--- config.mk ---
export PLATFORM = sky130hd
export DESIGN_NAME = iterative_multiplier
export DESIGN_NICKNAME = d
export VERILOG_FILES = /design/src/rtl/iterative_multiplier.sv
export SDC_FILE = /design/constraint.sdc
export NUM_CORES = 1
export LEC_CHECK = 0
export CAP_MARGIN = 20
export CORE_ASPECT_RATIO = 0.9
export CORE_MARGIN = 1.5
export CORE_UTILIZATION = 53
export CTS_BUF_LIST = sky130_fd_sc_hd__clkbuf_16
export CTS_CLUSTER_SIZE = 10
export DETAILED_ROUTE_END_ITERATION = 8
export MAX_ROUTING_LAYER = met4
export PLACE_DENSITY = 0.92
export SLEW_MARGIN = 20
export SYNTH_ARGS = -nofsm -noshare
export SYNTH_HDL_FRONTEND = slang
export SYNTH_SLANG_ARGS = --single-unit
export TNS_END_PERCENT = 50
--- constraint.sdc ---
create_clock -name clk -period 2.8 [get_ports clk]
set_input_delay 0.56 -clock clk [delete_from_list [all_inputs] [get_ports clk]]
set_output_delay 0.56 -clock clk [all_outputs]
set_load 0.005 [all_outputs]
--- src/rtl/iterative_multiplier.sv ---
// Iterative shift-add unsigned multiplier.
// Accepts one operand pair at a time, retires one multiplier bit per clock and
// holds the full 2*WIDTH-bit product until the consumer takes it.
module iterative_multiplier #(
    parameter int WIDTH = 32
) (
    input  logic               clk,
    input  logic               rst,
    input  logic               in_valid,
    output logic               in_ready,
    input  logic [WIDTH-1:0]   a,
    input  logic [WIDTH-1:0]   b,
    output logic               out_valid,
    input  logic               out_ready,
    output logic [2*WIDTH-1:0] product,
    output logic               busy
);

    // Counter must be able to hold the value WIDTH itself
    localparam int CNT_W = $clog2(WIDTH + 1);

    typedef enum logic [1:0] {
        IDLE = 2'd0,
        RUN  = 2'd1,
        DONE = 2'd2
    } state_t;

    state_t             state;
    state_t             state_next;
    logic [CNT_W-1:0]   count;
    logic [2*WIDTH-1:0] acc;
    logic [WIDTH-1:0]   a_reg;
    logic               accept;
    logic               operand_zero;
    logic               last_step;
    logic [WIDTH:0]     partial_sum;
    logic [2*WIDTH-1:0] acc_step;

    // Handshake qualifiers and the zero-operand shortcut test
    always_comb begin
        accept       = in_valid && in_ready;
        operand_zero = (a == '0) || (b == '0);
        last_step    = (count == CNT_W'(1));
    end

    // One shift-add step: the carry out of the upper-half add is kept and
    // shifted into the top bit so no product bit is ever lost
    always_comb begin
        partial_sum = {1'b0, acc[2*WIDTH-1:WIDTH]};
        if (acc[0]) begin
            partial_sum = {1'b0, acc[2*WIDTH-1:WIDTH]} + {1'b0, a_reg};
        end
        acc_step = {partial_sum, acc[WIDTH-1:1]};
    end

    // State register; reset wins over any handshake on the same edge
    always_ff @(posedge clk) begin
        if (rst) begin
            state <= IDLE;
        end else begin
            state <= state_next;
        end
    end

    // Next-state and handshake outputs decoded from the current state
    always_comb begin
        state_next = state;
        in_ready   = 1'b0;
        out_valid  = 1'b0;
        busy       = 1'b0;
        case (state)
            IDLE: begin
                in_ready = 1'b1;
                if (in_valid) begin
                    state_next = operand_zero ? DONE : RUN;
                end
            end
            RUN: begin
                busy = 1'b1;
                if (last_step) begin
                    state_next = DONE;
                end
            end
            DONE: begin
                busy      = 1'b1;
                out_valid = 1'b1;
                if (out_ready) begin
                    state_next = IDLE;
                end
            end
            default: begin
                state_next = IDLE;
            end
        endcase
    end

    // Datapath: capture operands on accept, iterate while running, hold otherwise
    always_ff @(posedge clk) begin
        if (rst) begin
            a_reg <= '0;
            count <= '0;
            acc   <= '0;
        end else if (accept) begin
            a_reg <= a;
            count <= CNT_W'(WIDTH);
            acc   <= operand_zero ? '0 : {{WIDTH{1'b0}}, b};
        end else if (state == RUN) begin
            acc   <= acc_step;
            count <= count - CNT_W'(1);
        end
    end

    // Product is only exposed while the result is being offered
    always_comb begin
        product = '0;
        if (state == DONE) begin
            product = acc;
        end
    end

endmodule

==> reports/qor.yml <==
clock_network:
  holdBufCountCts: 0
  htreeDepth: 3
  clockBufferDepth: 2
  numClockSinks: 104
  root_buffer: "clkbuf_16"
  cts_tree: "built"
  cts.clk_slew.worst_paths_ps: 80
  insertion_delay_ps: 360
  cts_buffers: 9
yosys:
  syn_inst: 885
  seq_area_frac_synth: 0.308
  synth_top_area_frac: 0.308
  ys_warn_count: 0
  ys.flop_type: "dfxtp_1"
  synth_edf_count: 0
  syn_area_um2: 6760
  synth.avg_cell_area_um2: 7.64
  synth_top_cell_by_area: "dfxtp_1"
  synth_seq_cells: 104
  async_flop_share: 0
  ys_types: 67
  syn_nets: 991
  yosys-top-cells-area: "dfxtp_1 31%, a21oi_1 8.1%, ha_1 6.8%"
die:
  rows: 38
  ios: 135
  fp.dieArea_um2: 13400
  dieHeight_um: 110
  core_um2: 12300
  initial_core_util: 0.551
  fp.dieW_um: 122
global_routing:
  grt_pass1_wl_um: 31500
  grt_overflow: 0
  track_usage: 0.303
  antenna_found_initial: 0
  grt_max_degree: 66
  grt_pass1_vias: 6466
worst_setup_path:
  crit_type: "register to register"
  timing.critical_path.buf_inv: 2
  max_stage_delay_ps: 410
  crit_path_top_delay_cell: "fa_1"
  cp.required_ps: 3090
  endpoint_kind: "register"
  critPathTopFamily: "compound AO/OA/AOI/OAI gates"
  arrival_ps: 3020
  crit_fanout: 4
  cp-start-kind: "register"
  crit_chain: "ha_1 > inv_1 > fa_1 > nor2b_2 > o211ai_1 > a211oi_1 > buf_4 > o2111ai_2 > a31oi_1 > mux2_2 > o22ai_1"
place:
  hpwl_um: 14000
  io_buffer_count: 134
  postPlaceCellArea_um2: 8270
  gp_congestion: 1.02
  placed_cells: 1145
detailed_routing:
  wl_per_cell_um: 16.9
  drtIter0Drc: 648
  detail_route.first_pass.iterations: 5
  post_drt_via_cell_ratio: 6.00
  via_count: 6961
  route.detailed.drc: 0
  postRouteAntennaNets: 0
  wirelength_um: 19600
final_layout:
  largest_reg_flops: 64
  drive_gt1_frac: 0.0589
  fin_util: 0.700
  final_area_um2: 8590
  layout.nets: 1102
  synthToLayoutAreaGrowth_pct: 27.0
  final_cell_mix: "133 x clkdlybuf4s50_1, 115 x nor2_1, 109 x a21oi_1"
  fillers: 949
  antennaDiodeCount: 0
  final_common_cell: "clkdlybuf4s50_1"
  final_cells: 1161
timing:
  max_freq_ghz: 0.366
  fin_crit_ps: 2730
  fin_worst_skew_ps: 13.2
  max_slew.worst_pin.slew_ps: 695
  setup_viol: 0
  holdWs_ps: 465
  finalMaxSlewViolations: 0
  max_slew_margin: 0.537
  fin_crit_sh: 0.975
  finalHoldViolations: 0
  grt_setup_unrepaired: "no"
pwr:
  power_uw: 5800
  ir_drop_uv: 455
  p_per_area_nw_per_um2: 675
  p_leak_uw: 0.00329
min_path:
  hp-class: "register to register"
outcome:
  outcome: "completed"
run:
  drv_cap: 0
## routing by layer
metal	share of wire	global-route usage	vias up
li1	-	-	3361
met1	0.44	0.390	3208
met2	0.45	0.478	342
met3	0.091	0.0694	50
met4	0.023	0.0908	0
met5	0	-	-
## metrics by stage
| stage | worst slack, ps | TNS, ps |
|---|---|---|
| 3_5_place_dp | -49.6 | -837 |
| 3_3_place_gp | 17.8 | 0 |
| 6_report | 71.2 | 0 |
| 4_1_cts | 76.3 | 0 |
| 5_1_grt | 1.46 | 0 |
| 2_1_floorplan | 298 | 0 |
## tightest hold or removal path: cells and delay by family (launching register included)
family | cells | cell delay (ps)
simple gates | 1 | 50
flops | 1 | 320
compound gates | 1 | 50
## final cells by class
class | count | area (um2) | area share
Sequential cell | 104 | 2080 | 0.243
Timing Repair Buffer | 156 | 1530 | 0.178
Inverter | 19 | 71.3 | 0.00831
Clock buffer | 9 | 225 | 0.0262
Clock inverter | 7 | 82.6 | 0.00962
Tap cell | 160 | 200 | 0.0233
Multi-Input combinational cell | 706 | 4400 | 0.512
## where the power goes
group / total [uW] / internal, uW / switching, uW
registers: 1970 / 1750 / 224
logic: 2500 / 1020 / 1480
clock network: 1320 / 712 / 612
## worst paths after layout
check                              from                     to  slack (ps)  cells past startpoint
setup / recovery   acc[32]$_SDFFE_PP0P_   acc[55]$_SDFFE_PP0P_          70                     11
setup reg to reg   acc[32]$_SDFFE_PP0P_   acc[55]$_SDFFE_PP0P_          70                     11
hold reg to reg   a_reg[4]$_SDFFE_PP0P_  a_reg[4]$_SDFFE_PP0P_         470                      2
hold / removal    a_reg[4]$_SDFFE_PP0P_  a_reg[4]$_SDFFE_PP0P_         470                      2
## cells by family after synthesis
group,Yosys count,synth area share
adder cells (fa/ha/maj),38,0.0715
XOR/XNOR,25,0.0324
AO/OA/AOI/OAI,242,0.227
buffers and inverters,75,0.0454
AND/OR/NAND/NOR,358,0.252
flip-flops,104,0.308
multiplexers,43,0.0639
## repair_timing
item | 4_1_cts | 5_1_grt
setup buffers | 0 | 0
gates resized for setup | 0 | 3
hold endpoints to repair | 0 | 0
endpoints found under the setup margin | 0 | 3
## cell usage after synthesis (all sizes together), types with 4 or more instances
| cell | number |
|---|---|
| ha | 37 |
| and2 | 68 |
| buf | 9 |
| o31ai | 4 |
| nor3 | 8 |
| a21oi | 109 |
| xor2 | 11 |
| nand3 | 13 |
| nand2b | 6 |
| mux2i | 42 |
| xnor2 | 14 |
| o21ai | 26 |
| o22ai | 8 |
| o211ai | 6 |
| a31oi | 13 |
| inv | 19 |
| nand2 | 101 |
| o21a | 9 |
| a222oi | 6 |
| nor2 | 116 |
| a21o | 13 |
| clkbuf | 47 |
| a22oi | 9 |
| nor4 | 17 |
| dfxtp | 104 |
| or3 | 5 |
| a211oi | 10 |
| nand4 | 10 |
Power figures use the tool's default switching activity.
